==> src/rtl/camera_pkg.sv <==
// Shared types and constants for the camera AXI-Stream packer.
// Used by the top, the beat FIFO and the stream interface.
package camera_pkg;

   localparam int PIX_W      = 16;
   localparam int DATA_W     = 64;
   localparam int KEEP_W     = DATA_W / 8;
   localparam int LANES      = DATA_W / PIX_W;
   localparam int LANE_W     = $clog2(LANES);
   localparam int LANE_BYTES = PIX_W / 8;

   typedef enum logic [1:0] {
      IDLE     = 2'd0,
      WAIT_SOF = 2'd1,
      ACTIVE   = 2'd2
   } packer_state_t;

   typedef struct packed {
      logic [DATA_W-1:0] tdata;
      logic [KEEP_W-1:0] tkeep;
      logic              tlast;
   } axis_beat_t;

   // Byte enables covering the lowest 'filled' pixel lanes.
   function automatic logic [KEEP_W-1:0] lane_keep(input int filled);
      logic [KEEP_W-1:0] keep;
      keep = '0;
      for (int b = 0; b < KEEP_W; b++) begin
         if ((b / LANE_BYTES) < filled) keep[b] = 1'b1;
      end
      return keep;
   endfunction

endpackage

==> src/rtl/camera_axis_packer_if.sv <==
// AXI-Stream beat bus between the packer (master) and the DMA S2MM input (slave).
interface camera_axis_packer_if;
   import camera_pkg::*;

   logic [DATA_W-1:0] tdata;
   logic [KEEP_W-1:0] tkeep;
   logic              tlast;
   logic              tvalid;
   logic              tready;

   modport master (output tdata, tkeep, tlast, tvalid, input tready);
   modport slave  (input tdata, tkeep, tlast, tvalid, output tready);

endinterface

==> src/rtl/packer_fifo.sv <==
// First-word-fall-through FIFO of packed beats with registered head outputs
// and an occupancy count for the writer's drop policy.
module packer_fifo
   import camera_pkg::*;
#(
   parameter int DEPTH = 32
) (
   input  logic                   clk,
   input  logic                   rst_n,
   input  logic                   wr_en,
   input  axis_beat_t             wr_beat,
   input  logic                   rd_en,
   output logic                   rd_valid,
   output axis_beat_t             rd_beat,
   output logic [$clog2(DEPTH):0] occupancy
);

   localparam int AW    = $clog2(DEPTH);
   localparam int OCC_W = AW + 1;

   axis_beat_t mem [DEPTH];

   logic [AW-1:0]    wr_ptr_reg, wr_ptr_next;
   logic [AW-1:0]    rd_ptr_reg, rd_ptr_next;
   logic [OCC_W-1:0] occ_reg, occ_next, occ_after_rd;
   axis_beat_t       head_reg, head_next;
   logic             valid_reg, valid_next;
   logic             rd_fire, wr_fire;

   always_comb begin
      rd_fire      = rd_en && valid_reg;
      wr_fire      = wr_en && ((occ_reg < OCC_W'(DEPTH)) || rd_fire);
      occ_after_rd = occ_reg - OCC_W'(rd_fire);
      occ_next     = occ_after_rd + OCC_W'(wr_fire);
      rd_ptr_next  = rd_ptr_reg + AW'(rd_fire);
      wr_ptr_next  = wr_ptr_reg + AW'(wr_fire);
      valid_next   = (occ_next != '0);
      // Head comes from storage when older beats remain, else straight from the writer.
      head_next    = head_reg;
      if (occ_after_rd != '0) begin
         head_next = mem[rd_ptr_next];
      end else if (wr_fire) begin
         head_next = wr_beat;
      end
   end

   always_ff @(posedge clk or negedge rst_n) begin
      if (!rst_n) begin
         wr_ptr_reg <= '0;
         rd_ptr_reg <= '0;
         occ_reg    <= '0;
         head_reg   <= '0;
         valid_reg  <= 1'b0;
      end else begin
         wr_ptr_reg <= wr_ptr_next;
         rd_ptr_reg <= rd_ptr_next;
         occ_reg    <= occ_next;
         head_reg   <= head_next;
         valid_reg  <= valid_next;
      end
   end

   always_ff @(posedge clk) begin
      if (wr_fire) mem[wr_ptr_reg] <= wr_beat;
   end

   assign rd_valid  = valid_reg;
   assign rd_beat   = head_reg;
   assign occupancy = occ_reg;

endmodule

==> src/rtl/camera_axis_packer.sv <==
// Packs 16-bit camera pixels four per 64-bit AXI-Stream beat for one armed frame.
// Optional PACKER_TESTPAT_EN: test_mode substitutes a per-frame pixel counter.
module camera_axis_packer
   import camera_pkg::*;
#(
   parameter int FIFO_DEPTH = 32,
   parameter int CNT_W      = 32
) (
   input  logic              sys_clk,
   input  logic              sys_rst_n,
   input  logic              capture,
   input  logic [15:0]       image_width,
   input  logic [15:0]       image_height,
   input  logic              test_mode,
   input  logic              pix_valid,
   input  logic [PIX_W-1:0]  pix_data,
   input  logic              pix_sof,
   camera_axis_packer_if.master m_axis,
   output logic              busy,
   output logic              frame_done,
   output logic              err_short,
   output logic              err_overflow
);

   localparam int OCC_W = $clog2(FIFO_DEPTH) + 1;

   packer_state_t     state_reg, state_next;
   logic [CNT_W-1:0]  count_reg, count_next;
   logic [CNT_W-1:0]  expected_reg, expected_next;
   logic [DATA_W-1:0] pack_reg, pack_next;
   axis_beat_t        beat_reg, beat_next;
   logic              beat_valid_reg, beat_valid_next;
   logic              frame_done_reg, frame_done_next;
   logic              err_short_reg, err_short_next;
   logic              err_overflow_reg, err_overflow_next;

   logic [PIX_W-1:0]  pix_eff;
   logic [LANE_W-1:0] lane_sel;
   logic [DATA_W-1:0] merged;
   logic              take_pixel;
   logic              pop, accept_beat, fifo_wr, fifo_valid;
   axis_beat_t        fifo_head;
   logic [OCC_W-1:0]  occ;

`ifdef PACKER_TESTPAT_EN
   logic [PIX_W-1:0] tp_reg, tp_next, tp_val;

   always_comb begin
      tp_val  = pix_sof ? '0 : tp_reg;
      tp_next = tp_reg;
      if (pix_valid) tp_next = tp_val + PIX_W'(1);
   end

   always_ff @(posedge sys_clk or negedge sys_rst_n) begin
      if (!sys_rst_n) tp_reg <= '0;
      else            tp_reg <= tp_next;
   end

   assign pix_eff = test_mode ? tp_val : pix_data;
`else
   logic unused_test_mode;
   assign unused_test_mode = test_mode;
   assign pix_eff          = pix_data;
`endif

   assign lane_sel = count_reg[LANE_W-1:0];

   generate
      for (genvar gi = 0; gi < LANES; gi++) begin : g_lane
         assign merged[gi*PIX_W +: PIX_W] = (lane_sel == LANE_W'(gi)) ? pix_eff
                                          : pack_reg[gi*PIX_W +: PIX_W];
      end
   endgenerate

   // The last slot is held back for the frame's tlast beat.
   assign pop         = m_axis.tvalid && m_axis.tready;
   assign accept_beat = beat_reg.tlast ? ((occ < OCC_W'(FIFO_DEPTH)) || pop)
                                       : (occ < OCC_W'(FIFO_DEPTH - 1));
   assign fifo_wr     = beat_valid_reg && accept_beat;

   always_comb begin
      state_next        = state_reg;
      count_next        = count_reg;
      expected_next     = expected_reg;
      pack_next         = pack_reg;
      beat_next         = beat_reg;
      beat_valid_next   = 1'b0;
      frame_done_next   = 1'b0;
      err_short_next    = err_short_reg;
      err_overflow_next = err_overflow_reg;
      take_pixel        = 1'b0;

      case (state_reg)
         IDLE: begin
            if (capture && (image_width != '0) && (image_height != '0)) begin
               expected_next     = CNT_W'(image_width) * CNT_W'(image_height);
               count_next        = '0;
               pack_next         = '0;
               err_short_next    = 1'b0;
               err_overflow_next = 1'b0;
               state_next        = WAIT_SOF;
            end
         end
         WAIT_SOF: take_pixel = pix_valid && pix_sof;
         ACTIVE: begin
            if (pix_valid) begin
               if (pix_sof) begin
                  // Early SOF closes the frame with whatever lanes are filled.
                  beat_next.tdata = pack_reg;
                  beat_next.tkeep = lane_keep(int'(lane_sel));
                  beat_next.tlast = 1'b1;
                  beat_valid_next = 1'b1;
                  frame_done_next = 1'b1;
                  err_short_next  = 1'b1;
                  count_next      = '0;
                  pack_next       = '0;
                  state_next      = IDLE;
               end else begin
                  take_pixel = 1'b1;
               end
            end
         end
         default: state_next = IDLE;
      endcase

      if (take_pixel) begin
         count_next = count_reg + CNT_W'(1);
         if ((count_reg + CNT_W'(1)) == expected_reg) begin
            beat_next.tdata = merged;
            beat_next.tkeep = lane_keep(int'(lane_sel) + 1);
            beat_next.tlast = 1'b1;
            beat_valid_next = 1'b1;
            frame_done_next = 1'b1;
            count_next      = '0;
            pack_next       = '0;
            state_next      = IDLE;
         end else if (lane_sel == LANE_W'(LANES - 1)) begin
            beat_next.tdata = merged;
            beat_next.tkeep = '1;
            beat_next.tlast = 1'b0;
            beat_valid_next = 1'b1;
            pack_next       = '0;
            state_next      = ACTIVE;
         end else begin
            pack_next  = merged;
            state_next = ACTIVE;
         end
      end

      if (beat_valid_reg && !accept_beat) err_overflow_next = 1'b1;
   end

   always_ff @(posedge sys_clk or negedge sys_rst_n) begin
      if (!sys_rst_n) begin
         state_reg        <= IDLE;
         count_reg        <= '0;
         expected_reg     <= '0;
         pack_reg         <= '0;
         beat_reg         <= '0;
         beat_valid_reg   <= 1'b0;
         frame_done_reg   <= 1'b0;
         err_short_reg    <= 1'b0;
         err_overflow_reg <= 1'b0;
      end else begin
         state_reg        <= state_next;
         count_reg        <= count_next;
         expected_reg     <= expected_next;
         pack_reg         <= pack_next;
         beat_reg         <= beat_next;
         beat_valid_reg   <= beat_valid_next;
         frame_done_reg   <= frame_done_next;
         err_short_reg    <= err_short_next;
         err_overflow_reg <= err_overflow_next;
      end
   end

   packer_fifo #(
      .DEPTH (FIFO_DEPTH)
   ) u_fifo (
      .clk       (sys_clk),
      .rst_n     (sys_rst_n),
      .wr_en     (fifo_wr),
      .wr_beat   (beat_reg),
      .rd_en     (m_axis.tready),
      .rd_valid  (fifo_valid),
      .rd_beat   (fifo_head),
      .occupancy (occ)
   );

   assign m_axis.tvalid = fifo_valid;
   assign m_axis.tdata  = fifo_head.tdata;
   assign m_axis.tkeep  = fifo_head.tkeep;
   assign m_axis.tlast  = fifo_head.tlast;

   assign busy         = (state_reg != IDLE);
   assign frame_done   = frame_done_reg;
   assign err_short    = err_short_reg;
   assign err_overflow = err_overflow_reg;

endmodule

==> src/flat_wrapper.sv <==
// flat-port wrapper written by rule: the top's interface ports become plain ports
module camera_axis_packer_flat import camera_pkg::*;
#(
   parameter int FIFO_DEPTH = 32,
   parameter int CNT_W      = 32
)
  (sys_clk, sys_rst_n, capture, image_width, image_height, test_mode, pix_valid, pix_data, pix_sof, busy, frame_done, err_short, err_overflow, m_axis_tdata, m_axis_tkeep, m_axis_tlast, m_axis_tvalid, m_axis_tready);
  camera_axis_packer_if m_axis_i ();
  input  logic sys_clk;
  input  logic sys_rst_n;
  input  logic capture;
  input  logic [15:0] image_width;
  input  logic [15:0] image_height;
  input  logic test_mode;
  input  logic pix_valid;
  input  logic [PIX_W-1:0] pix_data;
  input  logic pix_sof;
  output logic busy;
  output logic frame_done;
  output logic err_short;
  output logic err_overflow;
  output wire logic [$bits(m_axis_i.tdata)-1:0] m_axis_tdata;
  output wire logic [$bits(m_axis_i.tkeep)-1:0] m_axis_tkeep;
  output wire logic [$bits(m_axis_i.tlast)-1:0] m_axis_tlast;
  output wire logic [$bits(m_axis_i.tvalid)-1:0] m_axis_tvalid;
  input wire logic [$bits(m_axis_i.tready)-1:0] m_axis_tready;
  assign m_axis_tdata = m_axis_i.tdata;
  assign m_axis_tkeep = m_axis_i.tkeep;
  assign m_axis_tlast = m_axis_i.tlast;
  assign m_axis_tvalid = m_axis_i.tvalid;
  assign m_axis_i.tready = m_axis_tready;
  camera_axis_packer #(.FIFO_DEPTH(FIFO_DEPTH), .CNT_W(CNT_W)) u_core (.sys_clk(sys_clk), .sys_rst_n(sys_rst_n), .capture(capture), .image_width(image_width), .image_height(image_height), .test_mode(test_mode), .pix_valid(pix_valid), .pix_data(pix_data), .pix_sof(pix_sof), .m_axis(m_axis_i), .busy(busy), .frame_done(frame_done), .err_short(err_short), .err_overflow(err_overflow));
endmodule
==> config.mk <==
export PLATFORM = sky130hd
export DESIGN_NAME = camera_axis_packer_flat
export DESIGN_NICKNAME = d
export VERILOG_FILES = /design/src/rtl/camera_pkg.sv /design/src/rtl/camera_axis_packer_if.sv /design/src/rtl/packer_fifo.sv /design/src/rtl/camera_axis_packer.sv /design/src/flat_wrapper.sv
export SDC_FILE = /design/constraint.sdc
export NUM_CORES = 2
export LEC_CHECK = 0
export CAP_MARGIN = 0
export CORE_MARGIN = 3
export CORE_UTILIZATION = 25
export CTS_BUF_LIST = sky130_fd_sc_hd__clkbuf_8
export DETAILED_ROUTE_END_ITERATION = 10
export PLACE_DENSITY = 0.49
export RECOVER_POWER = 50
export SLEW_MARGIN = 20
export SYNTH_ARGS = -nofsm -noshare
export SYNTH_HDL_FRONTEND = slang
export SYNTH_SLANG_ARGS = --single-unit
==> constraint.sdc <==
create_clock -name sys_clk -period 5.6 [get_ports sys_clk]
set_clock_uncertainty 0.1 [all_clocks]
set_input_delay 1.12 -clock sys_clk [delete_from_list [all_inputs] [get_ports sys_clk]]
set_output_delay 1.12 -clock sys_clk [all_outputs]
set_load 0.02 [all_outputs]
## After elaboration in Yosys (flattened, before gate mapping)

Memories as Yosys holds them, arrays and structs flattened.
Cells that the tools add are included.

| operators by class | value |
|---|---|
| $add $sub $neg | 6 |
| multiply operators | 1 |
| order comparisons | 9 |
| equality and inequality tests | 13 |
| muxes and demuxes | 58 |
| reductions and logical operators | 26 |

Operators with widths:

| kind | number |
|---|---|
| $mux 73 | 8 |
| $mux 64 | 6 |
| $mux 32 | 5 |
| $pmux 64 s2 | 1 |
| $lt 3x32->1 const A | 2 |
| $mux 16 | 4 |
| $pmux 32 s2 | 1 |
| $add 32x1->32 const B | 1 |
| $eq 32x32->1 | 1 |
| $lt 1x32->1 const A | 1 |
| $lt 2x32->1 const A | 1 |
| $mul 16x16->32 | 1 |
| $reduce_bool 16->1 | 2 |
| $mux 1 | 25 |
| $reduce_and 4->1 | 3 |
| $reduce_bool 6->1 | 2 |
| $add 5x1->5 | 2 |
| $mux 2 | 5 |
| $reduce_bool 2->1 | 5 |
| $logic_and 1x1->1 | 7 |
| $add 6x1->6 | 1 |
| $eq 2x2->1 const B | 3 |
| $lt 6x5->1 const B | 1 |
| $lt 6x6->1 const B | 1 |
| other kinds (16) | 24 |

| word-level totals | value |
|---|---|
| flip-flop bits (word level) | 297 |
| RAM bits | 2,336 |
| bits of input ports | 55 |
| output and inout bits | 78 |
| word-level logic and storage cells | 132 |
| memories | 1 |

Memory list:

| name | words | width | rd ports | clocked after memory_dff | write ports | RTL line | source |
|---|---|---|---|---|---|---|---|
| u_core.u_fifo.mem | 32 | 73 | 1 | 0 | 1 | packer_fifo.sv:21 | `axis_beat_t mem [DEPTH];` |

## Depth between registers and ports, before layout

| logic depth | value |
|---|---|
| depth after elaboration | 8 |
| mapped depth | 24 |
| mapped depth without buffers | 22 |

## Modules after synthesis

A second synthesis with hierarchy kept.

| second synthesis, totals | value |
|---|---|
| cells, all modules | 7,043 |
| area total of the unflattened synthesis | 112,763.1 sq um |

Modules (own cells, without submodules):

| module | instances | cells each | area each (sq um) | seq. area each (sq um) |
|---|---|---|---|---|
| packer_fifo | 1 | 4,887 | 93,103.0 | 72,399.4 |
| camera_axis_packer | 1 | 2,156 | 19,660.1 | 5,180.0 |

## Least setup slack after synthesis

No wires, ideal clock.

| path | value |
|---|---|
| path type | input to register |
| start point | input image_height[9] |
| end point | register u_core.expected_reg[21] |
| setup time | 95 ps |
| arrival time | 6,742 ps |
| required time | 5,405 ps |
| path slack | -1,337 ps |
| stages on the path | 24 |
| path buffers | 2 |
| cells stage by stage | clkbuf_1 clkbuf_1 nand2_1 fa_1 inv_1 fa_1 inv_1 fa_1 inv_1 fa_1 fa_1 inv_1 fa_1 inv_1 ha_1 a21o_1 a21o_1 a21o_1 a221oi_1 a21boi_0 o21a_1 o21a_1 o21a_1 o31ai_1 |

| on the way | value |
|---|---|
| word-level cells in the longest chain between the ends | 3 |
| elaborated cells on any way between the ends | 4 |
| those cells by class | mul: 1; reduce/logical: 3 |

Ends and longest elaborated chain:

| element | RTL line | source |
|---|---|---|
| from (decl) | flat_wrapper.sv:13 | `input logic [15:0] image_height;` |
| branches (longest 3 deep; another with $mul 16x16->32) | - |  |
| to (signal assigned) | camera_axis_packer.sv:167 | `expected_reg <= expected_next;` |
| to (decl) | camera_axis_packer.sv:29 | `logic [CNT_W-1:0] expected_reg, expected_next;` |

Parallel ways; which one is timed is not known.
A chain may end at the register's enable or synchronous reset.

## Worst setup path after layout

| path | value |
|---|---|
| start point | input image_width[7] |
| end point | register u_core.expected_reg[30] |

| on the way | value |
|---|---|
| word-level cells in the longest chain between the ends | 4 |
| elaborated cells on any way between the ends | 5 |
| those cells by class | mul: 1; reduce/logical: 4 |

Ends and longest elaborated chain:

| element | RTL line | source |
|---|---|---|
| from (decl) | flat_wrapper.sv:12 | `input logic [15:0] image_width;` |
| branches (longest 4 deep; another with $mul 16x16->32) | - |  |

Parallel ways; which one is timed is not known.

==> results.cfg <==
[run_status]
run_status = finished with violations
violations = capacitance limit, slew limit, setup timing

[power_and_ir_drop]
power.switching_w = 0.0252
p_int_w = 0.0442
pwr-share-seq = 0.337
comb_power_share = 0.420
power_frac_clock = 0.242
p_sw_frac = 0.363
ir_drop_v = 0.000568
p_per_area_mw_per_mm2 = 522
power.total_w = 0.0693
leakage_nw = 46.6

[final_layout]
area_growth_pct = 19.0
fill_cells = 43900
nets = 7497
largest_reg_flops = 2336
drive_gt1_frac = 0.236

[timing]
final.setup.tns_ps = -112
maxSlewHeadroom = -2.05
rsz0062_at_grt = true
hold_viol_final = 0
setup_violations = 4
post-route-period-util = 1.01
slew_violations = 444
final.setup.worst_slack_ps = -40.8
fin_crit_ps = 5640
worstMarginPinSlew_ps = 4570
timing.fmax_mhz = 177

[place]
portBuffers = 131
finalWeightedCongestion = 0.805
hpwl_mm = 186

[yosys]
syn_nets = 6865
avgSynthCellArea_um2 = 17.2
ys_ff_latch = 2633
synth_edf_count = 2336
ys.flop_type = edfxtp_1
synthArstFlopShare = 0.113
synth-seq-area-share = 0.695
synthCells = 6494
yosysUniqueCellTypes = 75
yosys_warnings = 0
syn_area_mm2 = 0.112

[floorplan]
pin_count = 133
rows = 244
die-width_um = 674
die_area_mm2 = 0.455
start_util = 0.252
die_h_um = 674
core_mm2 = 0.443

[clocking]
cts-root-buf = clkbuf_8
clock_path_buffers = 4
cts.sinks = 2633
cts-htree-levels = 5
cts_tree = built
clkSlewWorstSetupHoldPaths_ps = 70
worstSkewPairLatency_ps = 1120
cts_buffers = 439

[critical_path]
cpMaxStageDelayCell = fa_2
worst_path_most_repeated_cell = inv_2
cp-end-kind = flip-flop
path_max_fanout = 4
cp.arrival_ps = 6510
cp_slowest_stage_delay_ps = 560
crit_chain = buf_6, buf_6, buf_6, and2_4, fa_1, inv_2, fa_2, fa_2, fa_1, inv_2, fa_1, inv_2, fa_2, inv_2, ha_4, a21oi_4, nand2_2, a221oi_4, o31ai_4, o31ai_4, o221ai_2, a21oi_2, xor2_1, o21ai_1
cp.required_ps = 6470
crit_type = in -> reg
critPathLaunchType = input pin

[detailed_routing]
routed_wl_mm = 340
drc = 0
via_per_inst = 4.71
dr_total_vias = 63200
ant_nets = 0
drt-wirelength-per-cell_um = 25.4
drt_iter0_markers = 6622
dr.pass1.iters = 6

[flow_run]
drv_cap = 13

[global_routing]
overflow = 0
track_usage = 0.146
grt_pass1_wl_mm = 487
first_global_vias = 66200
grt_antenna_before_repair = 30
grt_max_degree = 102

[worst_hold_path]
worstHoldPathType = reg -> reg
-- layout by cell type (no fill, tap or decap), types with 66 or more instances in the layout --
cell type        synthesis  layout
edfxtp_1              2336    2336
nand2_1                854     850
mux4_2                 584     584
clkbuf_8                 0     503
inv_1                  265     410
dfrtp_1                297     297
buf_4                    0     289
and2_1                 198     184
fa_1                   194     184
nand3_1                177     174
a21oi_1                145     137
a31oi_1                121     120
ha_1                   122     115
buf_12                   0     104
clkdlybuf4s50_1          0      87
and3_1                  86      84
a211oi_1                77      77
a311oi_1                73      73
a221o_1                 66      66
-- power groups by stage --
stage | Combinational (W) | Sequential [W] | Clock, W
after floorplan | 0.0176 | 0.0236 | 0
after global placement | 0.0288 | 0.0238 | 0
after detailed placement | 0.0288 | 0.0238 | 0
after CTS | 0.0293 | 0.0234 | 0.0172
after global routing | 0.0318 | 0.0235 | 0.0181
final | 0.0292 | 0.0234 | 0.0168
-- what timing repair did --
item / CTS / global route
setup buffers: 8 / 22
hold endpoints to repair: 60 / 0
resized for setup: 113 / 106
hold buffers: 1 / 0
setup endpoints to repair: 16 / 14
pin swaps: 25 / 60
-- routing by layer --
layer | vias up | GRT usage | part of all wire | wire length [µm]
met1 | 33900 | 0.201 | 0.43 | 148000
met4 | 4 | 0.0339 | 0.021 | 7010
met3 | 457 | 0.0262 | 0.068 | 23000
met2 | 2275 | 0.241 | 0.48 | 163000
met5 | - | 0 | 0.000079 | 27
li1 | 26600 | - | - | -
-- area by class of cell --
| class | count | area [µm²] | area share |
|---|---|---|---|
| Sequential cell | 2633 | 77600 | 0.584 |
| Clock buffer | 503 | 6920 | 0.0521 |
| Timing Repair Buffer | 576 | 5960 | 0.0449 |
| Antenna cell | 14 | 35.0 | 0.000264 |
| Clock inverter | 310 | 1800 | 0.0135 |
| Multi-Input combinational cell | 3210 | 32200 | 0.242 |
| Tap cell | 5904 | 7390 | 0.0556 |
| Inverter | 266 | 1010 | 0.00764 |
-- worst paths after layout --
path                                                  end  slack, ps              startpoint  depth (start not counted)
worst max-delay path              u_core.expected_reg[30]        -40          image_width[7]                         24
worst min-delay path                   u_core.beat_reg[9]        390      u_core.pack_reg[0]                          1
worst max register to register  u_core.u_fifo.mem[13][43]        490  u_core.u_fifo.rd_valid                          9
worst min register to register         u_core.beat_reg[9]        390      u_core.pack_reg[0]                          1
max in group asynchronous             u_core.beat_reg[41]        360               sys_rst_n                          3
min in group asynchronous             u_core.beat_reg[21]       2340               sys_rst_n                          2
-- critical path, delay by kind of cell --
| family | cells | cell delay (ps) |
|---|---|---|
| adder cells (fa/ha/maj) | 7 | 3260 |
| XOR/XNOR | 1 | 160 |
| AND/OR/NAND/NOR | 2 | 210 |
| AO/OA/AOI/OAI | 7 | 1250 |
| buffers and inverters | 7 | 490 |
-- cell families after synthesis --
logic type | Yosys count | share of synthesized area
simple gates | 1554 | 0.0666
xor+xnor | 83 | 0.00664
flops | 2633 | 0.695
compound gates | 662 | 0.0422
mux | 595 | 0.119
buf+inv | 651 | 0.0222
fa+ha+maj | 316 | 0.0485
-- Yosys cell counts, types with 5 or more instances --
cell	count	area, µm²
a211oi_1	77	578
a21o_1	30	225
a21oi_1	145	726
a221o_1	66	661
a221oi_1	6	52.6
a22o_1	53	464
a311oi_1	73	639
a31oi_1	121	757
and2_1	198	1240
and3_1	86	538
and3b_1	48	420
buf_1	84	315
buf_2	23	115
clkbuf_1	276	1040
dfrtp_1	297	7430
edfxtp_1	2336	70100
fa_1	194	3880
ha_1	122	1530
inv_1	265	995
mux2_2	5	56.3
mux2i_1	6	60.1
mux4_2	584	13200
nand2_1	854	3210
nand2b_1	7	43.8
nand3_1	177	886
nand4_1	22	138
nor2_1	67	251
nor2b_1	20	125
nor3_1	12	60.1
nor3b_1	5	37.5
nor4_1	15	93.8
o211ai_1	6	45.0
o21a_1	6	45.0
o21ai_0	48	240
o21bai_1	5	37.5
o31ai_1	5	37.5
xnor2_1	44	385
xor2_1	38	333
-- metrics by stage --
step           setup WS [ps]  hold slack (ps)   util  instance area [µm²]  instances
2_1_floorplan           -869              366      -               112000       6494
3_3_place_gp           -1740              382  0.279               124000      12600
3_5_place_dp           -1760              382  0.279               124000      12600
4_1_cts                 3.57              365  0.299               133000      13400
5_1_grt                 -189              411  0.300               133000      13400
6_report               -40.8              389  0.300               133000      13400
No activity file was read; power rests on OpenSTA's default activity.
